===== src/rtl/instr_load_arbiter_pkg.sv =====
// -----------------------------------------------------------------------------
// instr_load_arbiter_pkg
// Shared types for the instruction-register load arbiter: the register's
// opcode/operand/address types, the arbiter state encoding and the payload
// bundle carried from a requester to the register write port.
// No ports (package).
// -----------------------------------------------------------------------------
package instr_load_arbiter_pkg;

  typedef enum logic [3:0] {
    ZERO  = 4'd0,
    PASSA = 4'd1,
    PASSB = 4'd2,
    ADD   = 4'd3,
    SUB   = 4'd4,
    MULT  = 4'd5,
    DIV   = 4'd6,
    MOD   = 4'd7
  } opcode_t;

  typedef logic signed [31:0] operand_t;
  typedef logic [4:0]         address_t;

  localparam int ADDR_W = $bits(address_t);
  localparam int SLOTS  = 2**ADDR_W;

  typedef enum logic [1:0] {
    IDLE = 2'd0,
    LOAD = 2'd1,
    FULL = 2'd2
  } arb_state_t;

  typedef struct packed {
    opcode_t  opc;
    operand_t op_a;
    operand_t op_b;
  } req_payload_t;

endpackage


===== src/rtl/instr_load_arbiter_rr_arbiter.sv =====
// -----------------------------------------------------------------------------
// rr_arbiter
// Round-robin arbiter. The search starts at the priority pointer and walks
// upward with wrap; the first active request wins. The pointer moves to the
// position after the winner only when the grant is actually accepted.
// Ports:
//   clk, reset_n  clock, asynchronous active-low reset
//   i_clear       synchronous return of the priority pointer to 0
//   i_req         request vector
//   i_accept      the current grant is taken this cycle
//   o_grant       one-hot grant (zero when no request)
//   o_idx         index of the granted request
//   o_any         at least one request is active
// -----------------------------------------------------------------------------
module rr_arbiter #(
  parameter  int NUM_REQ = 2,
  localparam int IDX_W   = (NUM_REQ > 1) ? $clog2(NUM_REQ) : 1
) (
  input  logic               clk,
  input  logic               reset_n,
  input  logic               i_clear,
  input  logic [NUM_REQ-1:0] i_req,
  input  logic               i_accept,
  output logic [NUM_REQ-1:0] o_grant,
  output logic [IDX_W-1:0]   o_idx,
  output logic               o_any
);

  logic [IDX_W-1:0]   r_prio;
  logic [NUM_REQ-1:0] w_grant;
  logic [IDX_W-1:0]   w_idx;
  logic               w_any;

  always_comb begin
    int j;
    w_grant = '0;
    w_idx   = '0;
    w_any   = 1'b0;
    j       = 0;
    for (int k = 0; k < NUM_REQ; k++) begin
      j = int'(r_prio) + k;
      if (j >= NUM_REQ) j = j - NUM_REQ;
      if (!w_any && i_req[j]) begin
        w_any      = 1'b1;
        w_idx      = IDX_W'(j);
        w_grant[j] = 1'b1;
      end
    end
  end

  always_ff @(posedge clk or negedge reset_n) begin
    if (!reset_n) begin
      r_prio <= '0;
    end else if (i_clear) begin
      r_prio <= '0;
    end else if (i_accept && w_any) begin
      r_prio <= (w_idx == IDX_W'(NUM_REQ - 1)) ? '0 : w_idx + IDX_W'(1);
    end
  end

  assign o_grant = w_grant;
  assign o_idx   = w_idx;
  assign o_any   = w_any;

endmodule


===== src/rtl/instr_load_arbiter.sv =====
// -----------------------------------------------------------------------------
// instr_load_arbiter
// Shares the instruction register's single write port between NUM_REQ
// valid/ready requesters. Requests are granted round-robin, each accepted
// payload is written one cycle later to the next sequential slot, and the
// winning requester id accompanies the write strobe.
// Ports:
//   clk, reset_n        clock, asynchronous active-low reset
//   clear               synchronous clear of pointer, count and priority
//   req_valid/ready     per-requester handshake (ready is combinational)
//   req_opcode/operand_a/operand_b  per-requester payload
//   load_en             one-cycle write strobe per accepted transfer
//   opcode/operand_a/operand_b/write_pointer  registered write-port drive
//   grant_id            requester owning the current load_en
//   count, full         occupied slots (saturating at DEPTH), count == DEPTH
//   overwrite           pulses with load_en when an occupied slot is reused
// -----------------------------------------------------------------------------
module instr_load_arbiter
  import instr_load_arbiter_pkg::*;
#(
  parameter  int NUM_REQ = 2,
  parameter  int DEPTH   = 32,
  parameter  int WRAP    = 1,
  localparam int GID_W   = $clog2(NUM_REQ),
  localparam int CNT_W   = $clog2(DEPTH + 1)
) (
  input  logic               clk,
  input  logic               reset_n,
  input  logic               clear,
  input  logic [NUM_REQ-1:0] req_valid,
  output logic [NUM_REQ-1:0] req_ready,
  input  opcode_t            req_opcode    [NUM_REQ],
  input  operand_t           req_operand_a [NUM_REQ],
  input  operand_t           req_operand_b [NUM_REQ],
  output logic               load_en,
  output opcode_t            opcode,
  output operand_t           operand_a,
  output operand_t           operand_b,
  output address_t           write_pointer,
  output logic [GID_W-1:0]   grant_id,
  output logic [CNT_W-1:0]   count,
  output logic               full,
  output logic               overwrite
);

  arb_state_t         r_state;
  logic               r_load_en;
  logic               r_overwrite;
  req_payload_t       r_payload;
  address_t           r_wptr;
  address_t           r_alloc;
  logic [GID_W-1:0]   r_gid;
  logic [CNT_W-1:0]   r_count;

  logic [NUM_REQ-1:0] w_grant;
  logic [GID_W-1:0]   w_idx;
  logic               w_any;
  logic               w_en;
  logic               w_xfer;
  logic               w_cnt_full;
  logic               w_will_fill;
  req_payload_t       w_sel;

  // Reset is folded in so ready is low while reset_n is asserted, even though
  // the handshake itself is combinational.
  assign w_en        = reset_n && !clear && (r_state != FULL);
  assign w_xfer      = w_en && w_any;
  assign w_cnt_full  = (r_count == CNT_W'(DEPTH));
  // Only the non-wrapping variant blocks; it must stop on the transfer that
  // fills the last slot so no ready is issued once count reaches DEPTH.
  assign w_will_fill = (WRAP == 0) && w_xfer && (r_count == CNT_W'(DEPTH - 1));

  rr_arbiter #(
    .NUM_REQ (NUM_REQ)
  ) u_rr (
    .clk      (clk),
    .reset_n  (reset_n),
    .i_clear  (clear),
    .i_req    (req_valid),
    .i_accept (w_en),
    .o_grant  (w_grant),
    .o_idx    (w_idx),
    .o_any    (w_any)
  );

  assign req_ready = w_grant & {NUM_REQ{w_en}};

  always_comb begin
    w_sel      = '0;
    w_sel.opc  = req_opcode[w_idx];
    w_sel.op_a = req_operand_a[w_idx];
    w_sel.op_b = req_operand_b[w_idx];
  end

  always_ff @(posedge clk or negedge reset_n) begin
    if (!reset_n) begin
      r_state     <= IDLE;
      r_load_en   <= 1'b0;
      r_overwrite <= 1'b0;
      r_payload   <= '0;
      r_wptr      <= '0;
      r_alloc     <= '0;
      r_gid       <= '0;
      r_count     <= '0;
    end else begin
      r_load_en   <= w_xfer;
      r_overwrite <= w_xfer && (WRAP != 0) && w_cnt_full;
      if (w_xfer) begin
        r_payload <= w_sel;
        r_wptr    <= r_alloc;
        r_gid     <= w_idx;
      end
      if (clear) begin
        r_alloc <= '0;
        r_count <= '0;
        r_state <= IDLE;
      end else begin
        if (w_xfer) begin
          r_alloc <= r_alloc + address_t'(1);
          if (!w_cnt_full) r_count <= r_count + CNT_W'(1);
        end
        unique case (r_state)
          IDLE: begin
            if (w_will_fill)     r_state <= FULL;
            else if (|req_valid) r_state <= LOAD;
          end
          LOAD: begin
            if (w_will_fill)       r_state <= FULL;
            else if (!(|req_valid)) r_state <= IDLE;
          end
          FULL:    r_state <= FULL;
          default: r_state <= IDLE;
        endcase
      end
    end
  end

  assign load_en       = r_load_en;
  assign overwrite     = r_overwrite;
  assign opcode        = r_payload.opc;
  assign operand_a     = r_payload.op_a;
  assign operand_b     = r_payload.op_b;
  assign write_pointer = r_wptr;
  assign grant_id      = r_gid;
  assign count         = r_count;
  assign full          = w_cnt_full;

endmodule


===== config.mk =====
export PLATFORM = sky130hd
export DESIGN_NAME = instr_load_arbiter
export DESIGN_NICKNAME = d
export VERILOG_FILES = /design/src/rtl/instr_load_arbiter_pkg.sv /design/src/rtl/instr_load_arbiter_rr_arbiter.sv /design/src/rtl/instr_load_arbiter.sv
export SDC_FILE = /design/constraint.sdc
export NUM_CORES = 1
export LEC_CHECK = 0
export ABC_CLOCK_PERIOD_IN_PS = 1900
export CORE_ASPECT_RATIO = 1.25
export CORE_MARGIN = 2
export CORE_UTILIZATION = 39
export CTS_CLUSTER_DIAMETER = 120
export DETAILED_ROUTE_END_ITERATION = 6
export GPL_TIMING_DRIVEN = 0
export HOLD_SLACK_MARGIN = 0.02
export PLACE_DENSITY = 0.78
export SLEW_MARGIN = 10
export SYNTH_ARGS = -nofsm -noshare
export SYNTH_HDL_FRONTEND = slang
export SYNTH_SLANG_ARGS = --single-unit

===== constraint.sdc =====
create_clock -name clk -period 1.9 [get_ports clk]
set_input_delay 0.475 -clock clk [delete_from_list [all_inputs] [get_ports clk]]
set_output_delay 0.475 -clock clk [all_outputs]
set_load 0.01 [all_outputs]

# Word level (Yosys, flattened, before mapping)
# Cells that the tools add are included.
dict set report classes {
  addsub 6
  magnitude_cmp 7
  eq_ne 7
  mux 39
  n_bitwise 3
  n_reduce_logical 14
}
# op count
set ops {}
lappend ops {{$mux 32} 8}
lappend ops {{$ge 32x1->1 const B} 2}
lappend ops {{$lt 32x3->1 const B} 2}
lappend ops {{$ge 32x3->1 const B} 1}
lappend ops {{$sub 32x3->32 const B} 1}
lappend ops {{$mux 6} 3}
lappend ops {{$mux 1} 15}
lappend ops {{$mux 4} 3}
lappend ops {{$mux 2} 5}
lappend ops {{$mux 5} 2}
lappend ops {{$logic_and 1x1->1} 7}
lappend ops {{$add 6x1->6 const B} 1}
lappend ops {{$eq 6x6->1 const B} 1}
lappend ops {{$ne 3x3->1 const B} 2}
lappend ops {{$pmux 2 s3} 1}
lappend ops {{$add 5x1->5 const B} 1}
lappend ops {{$ne 2x2->1 const B} 2}
lappend ops {{$reduce_and 2->1} 2}
lappend ops {{$sub 1x2->3 const B} 1}
lappend ops {{$add 1x1->2 const B} 1}
lappend ops {{$and 2x2->2} 1}
lappend ops {{$demux 1 s1} 2}
lappend ops {{$eq 2x1->1 const B} 1}
lappend ops {{$eq 2x2->1 const B} 1}
lappend ops {{9 further kinds} 10}
dict set report totals {
  reg_bits 90
  input_bits 141
}

# Depth between registers and ports, before layout
# Gate-level depths: netlist (run 1).
dict set report logic_depth {
  ltp_word 13
  ltp_mapped 7
}

# By module
# From an unflattened synthesis (run 1), not the netlist that was laid out.
dict set report unflattened {
  hier_cells 403
  hier_area_um2 4234.1
}
# module instances cells_per_inst area_each_um2 seq_area_each_um2
set modules_own_cells {}
lappend modules_own_cells {instr_load_arbiter 1 394 4150.2 2227.1}
lappend modules_own_cells {rr_arbiter 1 9 83.8 25.0}

# Worst setup path before layout (run 1)
# Ideal clock, no wire load.
dict set report synth_path {
  path_kind {register -> output}
  startpoint {register r_count[0] (netlist: count[0])}
  endpoint {output port full}
  t_arrival_ns 1.285
  required_ns 1.425
  path_slack_ns 0.140
  path_stages_with_launch 6
  path_buffers 0
  path_cell_list {dfrtp_1 > inv_1 > ha_1 > nand2_1 > or4_4 > inv_1}
}
dict set report synth_between {
  elab_chain_cells 1
}
# element line
set synth_rtl {}
lappend synth_rtl {{start, declared} instr_load_arbiter.sv:53} ;# logic [CNT_W-1:0] r_count;
lappend synth_rtl {{start signal, assigned} instr_load_arbiter.sv:120} ;# if (!w_cnt_full) r_count <= r_count + CNT_W'(1);
lappend synth_rtl {{$eq 6x6->1} instr_load_arbiter.sv:68} ;# assign w_cnt_full = (r_count == CNT_W'(DEPTH));
lappend synth_rtl {{end, declared} instr_load_arbiter.sv:42} ;# output logic full,
# Every way passes these cells.

# Worst setup path in the final report (run 1)
# Ends and elaborated chain as after synthesis.

==> impl_metrics.toml, run 1 <==
[outcome]
status = "finished with violations"
violations = "setup timing"

[route]
firstDrtPassIters = 4
wl_um = 12900
drc = 0
routed_via_density = 4.98
drt_iter0_markers = 97
ant_nets = 0
wire_per_inst_um = 16.4
routed-via-count = 3894

[timing]
max_slew_margin_pct = 69.5
period_minus_slack_ns = 2.07
hold_violations = 0
rsz0062_at_grt = "yes"
fmax_ghz = 0.483
layout_setup_ws_ns = -0.172
tightest_slew_ns = 0.456
slew_violations = 0
period_share_pct = 109
setup_viol = 1
finClkSkew_ns = 0.00641
timing.hold.ws_ns = 0.0450

[power]
p_per_area_mw_per_mm2 = 812
ir_worst_vdd_mv = 0.383
p_leak_nw = 3.36

[clock_tree]
clkTransAtPathRegs_ns = 0.06
ctsLongestPathBuffers = 2
clock-root-buffer = "clkbuf_16"
cts_tree = "done"
clock_latency_ns = 0.34
cts_sinks = 90
cts_max_level = 3
cts_buffers = 9

[die]
die_w_um = 96.4
start_util_pct = 39.6
rows = 42
die_h_um = 119
ios = 226
core_area_mm2 = 0.0105
die_area_mm2 = 0.0115

[worst_setup_path]
crit_path_start_kind = "flip-flop"
reg2reg_from = "count[0]"
crit_fanout = 3
cp-endpoint = "full"
rr_worst_depth = 8
reg2reg_slack_ns = 0.27
timing.rr.end = "count[0]"
end_kind = "primary output"
arrival_ns = 1.60
startpoint = "count[0]"
required_ns = 1.42
criticalPathCategory = "flip-flop to primary output"

[synth]
ys_seq_elements = 90
yosysWarnings = 0
synth-edff-count = 0
synth_top_area_share_pct = 54.1
synth-simple-area-share_pct = 10.6
netlist.top_cell.by_area = "dfrtp_1"
synth_compound_area_share_pct = 12.5
synth.cells.most_frequent = "dfrtp_1 (90), nand2_1 (89), mux2i_1 (69)"
syn-cell-area_mm2 = 0.00416
synth_fa_ha_area_share_pct = 0.902
synth_top_family_by_area = "multiplexers"
synth-main-ff-cell = "dfrtp_1"
yosysMostFrequentCell = "dfrtp_1"
avgSynthCellArea_um2 = 10.5
async_reset_ff_share_pct = 100
ys_top_cells_by_area = "dfrtp_1 (54%), mux2i_1 (17%), nand2_1 (8.0%), o21ai_0 (7.5%), buf_4 (1.3%)"
synth_xor_area_share_pct = 0.211
synthMuxAreaShare_pct = 16.6
syn_nets = 539
ys_seq_area_share_pct = 54.1
syn_inst = 395
synth_cell_types = 31

[finish]
finalNetCount = 791
fin_util_pct = 68.0
stdcell_count = 782
n_fill_cell = 842
drive_gt1_share_pct = 10.0
diodes = 0
syn2layout_area_growth_pct = 71.8

[grt]
antenna_found_initial = 0
gr-total-overflow = 0
grt_max_degree = 25
grt_pass1_vias = 4150
gr-usage-all-layers_pct = 22.9
grt_pass1_wl_um = 20000

[run]
maxCapViolCount = 0

[placed_design]
place_hpwl_um = 9300
numPortBuffers = 225
placedCellCount = 753
globalplace.congestion = 0.726

[min_path]
hold_class = "input port to async pin"
-- state kept, by name, summed over array words and instances (netlist names) --
| name | flops |
|---|---|
| r_state | 2 |
| grant_id | 1 |
| opcode | 4 |
| operand_a | 32 |
| overwrite | 1 |
| u_rr.r_prio | 1 |
| write_pointer | 5 |
| operand_b | 32 |
| r_alloc | 5 |
| load_en | 1 |
| count | 6 |
-- power by group --
| part | switching [mW] | total (mW) | internal (mW) |
|---|---|---|---|
| Sequential | 0.151 | 2.34 | 2.19 |
| Combinational | 0.679 | 1.68 | 1.00 |
| Clock | 0.700 | 1.78 | 1.08 |
| Total | 1.53 | 5.80 | 4.27 |
-- worst min-delay path by stage --
stage,cells past startpoint,end
after global placement,1,r_state[0]
after CTS,2,operand_b[20]
final,2,operand_b[29]
after floorplan,0,count[0]
after global routing,2,operand_b[29]
after detailed placement,1,r_state[0]
-- critical path, cell delays in order (launching register included) --
cell     delay (ns)
dfrtp_1        0.40
inv_2          0.09
ha_4           0.13
nand2_1        0.04
or4_4          0.44
inv_4          0.08
buf_6          0.09
-- metrics by stage --
stage / TNS, ns / setup WS, ns / total power [mW] / instance area (µm²)
detailed placement: -50.48 / -0.975 / 3.99 / 6600
global placement: -573.14 / -3.90 / 3.94 / 6580
global route: -0.268 / -0.233 / 6.09 / 7150
CTS: -0.318 / -0.230 / 5.83 / 7130
finish: -0.172 / -0.172 / 5.80 / 7150
floorplan: 0 / 0.140 / 2.94 / 4160
-- repair_timing --
| item | 4_1_cts | 5_1_grt |
|---|---|---|
| endpoints found under the setup margin | 89 | 3 |
| hold endpoints to repair | 9 | 0 |
| gates cloned | 4 | 0 |
| resized for setup | 35 | 8 |
| buffers inserted | 7 | 4 |
| pin swaps | 2 | 1 |
| hold buffers | 1 | 0 |
-- final cells by class --
| class | count | area (µm²) | share of cell area (%) |
|---|---|---|---|
| clock inverters | 2 | 37.5 | 0.525 |
| well taps | 132 | 165 | 2.31 |
| plain buffers | 25 | 168 | 2.35 |
| clock buffers | 12 | 256 | 3.59 |
| inverters | 8 | 32.5 | 0.455 |
| repair buffers | 242 | 2500 | 35.0 |
| multi-input cells | 271 | 1730 | 24.2 |
| flip-flops and latches | 90 | 2250 | 31.5 |
-- placed cells by master (no fill, tap or decap), types with 2 or more instances in the layout --
cell type / instances
a21o_1: 2
buf_16: 2
buf_2: 8
buf_4: 19
buf_6: 4
bufbuf_16: 4
clkbuf_1: 10
clkbuf_16: 9
clkbuf_8: 2
clkdlybuf4s50_1: 218
dfrtp_1: 90
ha_1: 2
inv_1: 4
inv_2: 2
mux2i_1: 69
nand2_1: 89
nand3_1: 7
nor2_1: 5
o21ai_0: 62
o21ai_1: 9
o311ai_1: 4
o41ai_1: 5
-- logic make-up (layout without fill, tap and decap cells) --
| kind of cell | Yosys count | in the layout |
|---|---|---|
| and+or+nand+nor | 108 | 108 |
| adders and majority gates | 3 | 3 |
| muxes | 69 | 69 |
| DFF | 90 | 90 |
| xor gates and xnor gates | 1 | 1 |
| AOI/OAI and AO/OA | 90 | 90 |
| buffers and inverters | 34 | 289 |
-- metal layers --
layer  vias up  track usage, %  wire [µm]
li1       1872               -          -
met1      1840            25.7       4730
met2       153            40.9       6860
met3        29            4.87        887
met4         0            9.51        375
met5         -               0          0
No activity file was read; power rests on OpenSTA's default activity.
==> run 2, diff against run 1 <==
--- a/config.mk
+++ b/config.mk
@@ -5,15 +5,15 @@
 export SDC_FILE = /design/constraint.sdc
 export NUM_CORES = 1
 export LEC_CHECK = 0
-export ABC_CLOCK_PERIOD_IN_PS = 1900
+export ABC_CLOCK_PERIOD_IN_PS = 1800
 export CORE_ASPECT_RATIO = 1.25
 export CORE_MARGIN = 2
-export CORE_UTILIZATION = 39
+export CORE_UTILIZATION = 35
 export CTS_CLUSTER_DIAMETER = 120
 export DETAILED_ROUTE_END_ITERATION = 6
 export GPL_TIMING_DRIVEN = 0
 export HOLD_SLACK_MARGIN = 0.02
-export PLACE_DENSITY = 0.78
+export PLACE_DENSITY_LB_ADDON = 0.1
 export SLEW_MARGIN = 10
 export SYNTH_ARGS = -nofsm -noshare
 export SYNTH_HDL_FRONTEND = slang
==> constraint.sdc (replaced) <==
create_clock -name clk -period 1.8 [get_ports clk]
set_input_delay 0.45 -clock clk [delete_from_list [all_inputs] [get_ports clk]]
set_output_delay 0.45 -clock clk [all_outputs]
set_load 0.01 [all_outputs]
==> run 2 against run 1 <==
Sequential cell count stayed put. Cell count is 4.0% higher. Critical endpoint unchanged. Critical path type unchanged. Total power is 7.9% higher. The run still ends with setup timing left. Combinational power is 5% higher. Critical path depth stayed put. Non-clock buffer count stayed put.
==> impl_metrics.toml, run 2 (same netlist as run 1, synthesis figures left out) <==
[outcome]
status = "finished with violations"
violations = "setup timing"

[power]
ir_worst_vdd_mv = 0.419
p_switching_mw = 1.64
p_per_area_mw_per_mm2 = 865
p_sw_share_pct = 26.2
power_frac_clock_pct = 32.3
p_comb_share_pct = 28.3
p_int_mw = 4.62
power_frac_seq_pct = 39.5
p_leak_nw = 3.46
total_power_mw = 6.26

[grt]
grt_pass1_wl_um = 20500
gr-usage-all-layers_pct = 20.8
grt_pass1_vias = 4152
grt_max_degree = 26
antenna_found_initial = 0
gr-total-overflow = 0

[run]
maxCapViolCount = 0

[clock_tree]
cts_buffers = 9
clock-root-buffer = "clkbuf_16"
clock_latency_ns = 0.34
ctsLongestPathBuffers = 2
clkTransAtPathRegs_ns = 0.06
cts_tree = "done"
cts_sinks = 90
cts_max_level = 3

[placed_design]
globalplace.congestion = 0.793
place_area_mm2 = 0.00664
placedCellCount = 782
numPortBuffers = 225
place_hpwl_um = 9540

[route]
routed-via-count = 3898
drc = 0
wire_per_inst_um = 15.9
firstDrtPassIters = 4
drt_iter0_markers = 57
wl_um = 12900
ant_nets = 0
routed_via_density = 4.79

[die]
rows = 44
die_area_mm2 = 0.0128
start_util_pct = 35.8
die_w_um = 102
die_h_um = 126
ios = 226
core_area_mm2 = 0.0116

[finish]
n_fill_cell = 1007
syn2layout_area_growth_pct = 73.9
finalNetCount = 791
design_area_mm2 = 0.00723
drive_gt1_share_pct = 10.7
stdcell_count = 813
multiInputGateArea_mm2 = 0.00174
ff_latch_area_mm2 = 0.00225
final_cell_mix = "clkdlybuf4s50_1 (212), dfrtp_1 (89), nand2_1 (87), mux2i_1 (69), o21ai_0 (62)"
diodes = 0
final_common_cell = "clkdlybuf4s50_1"

[min_path]
hold_class = "input port to async pin"

[timing]
finClkSkew_ns = 0.00836
hold_violations = 0
slew_violations = 0
rsz0062_at_grt = "yes"
period_share_pct = 113
tightest_slew_ns = 0.441
layout_setup_ws_ns = -0.237
tns_ns = -0.237
max_slew_margin_pct = 70.5
fmax_ghz = 0.491
period_minus_slack_ns = 2.04
setup_viol = 1

[worst_setup_path]
rr_worst_depth = 6
criticalPathCategory = "flip-flop to primary output"
crit_path_start_kind = "flip-flop"
crit_fanout = 2
required_ns = 1.35
end_kind = "primary output"
arrival_ns = 1.59
run 2: cell count changes in the layout (fill, tap and decap cells not counted), moves of 2 or more:
| cell | delta |
|---|---|
| clkdlybuf4s50_1 | -6 |
| clkinv_2 | +2 |
| dlygate4sd2_1 | +2 |
| dlymetal6s2s_1 | +4 |
| nand2_1 | -2 |
| nand2_2 | +2 |
run 2: cell type report:
type	instances	area share, %
Buffer	25	2.37
Clock buffer	11	3.36
Clock inverter	5	1.07
Inverter	8	0.450
Multi-Input combinational cell	271	24.1
Sequential cell	90	31.1
Tap cell	161	2.78
Timing Repair Buffer	242	34.7
run 2: metrics by stage:
step | util, % | worst slack, ns | hold slack, ns
2_1_floorplan | - | 0.0653 | 0.154
3_3_place_gp | 56.9 | -4.09 | 0.420
3_5_place_dp | 57.2 | -1.07 | 0.426
4_1_cts | 62.0 | -0.311 | 0.0238
5_1_grt | 62.3 | -0.276 | 0.0285
6_report | 62.3 | -0.237 | 0.0368
run 2: critical path, cell delays in order, from the launching register on:
cell     delay (ns)
dfrtp_1        0.39
inv_2          0.09
ha_4           0.13
nand2_2        0.04
or4_4          0.43
inv_4          0.07
buf_6          0.10
run 2: worst paths after layout:
check	startpoint	endpoint	slack [ns]
setup / recovery	count[1]	full	-0.24
hold / removal	reset_n	grant_id	0.04
setup reg to reg	u_rr.r_prio	operand_b[28]	0.17
hold reg to reg	operand_a[21]	operand_a[21]	0.48
max in group asynchronous	reset_n	operand_b[29]	0.88
min in group clk	req_valid[0]	r_state[0]	0.42
run 2: what timing repair did:
action,4_1_cts,5_1_grt
cloned,4,0
gates resized for setup,43,11
pin swaps,1,1
setup endpoints to repair,92,7
hold buffers,1,0
setup buffers,10,1
endpoints found under the hold margin,8,0
run 2: metal layers:
| layer | wire, µm | GRT usage, % |
|---|---|---|
| met1 | 4730 | 22.5 |
| met2 | 6880 | 37.9 |
| met3 | 955 | 4.88 |
| met4 | 385 | 8.82 |
| met5 | 0 | 0 |
run 2: power by group through the flow:
stage          combinational [mW]  clock, mW  sequential [mW]
3_5_place_dp                 1.72          0             2.51
2_1_floorplan               0.470          0             2.64
5_1_grt                      1.93       2.15             2.51
4_1_cts                      1.79       2.07             2.47
6_report                     1.77       2.02             2.47
3_3_place_gp                 1.68          0             2.50
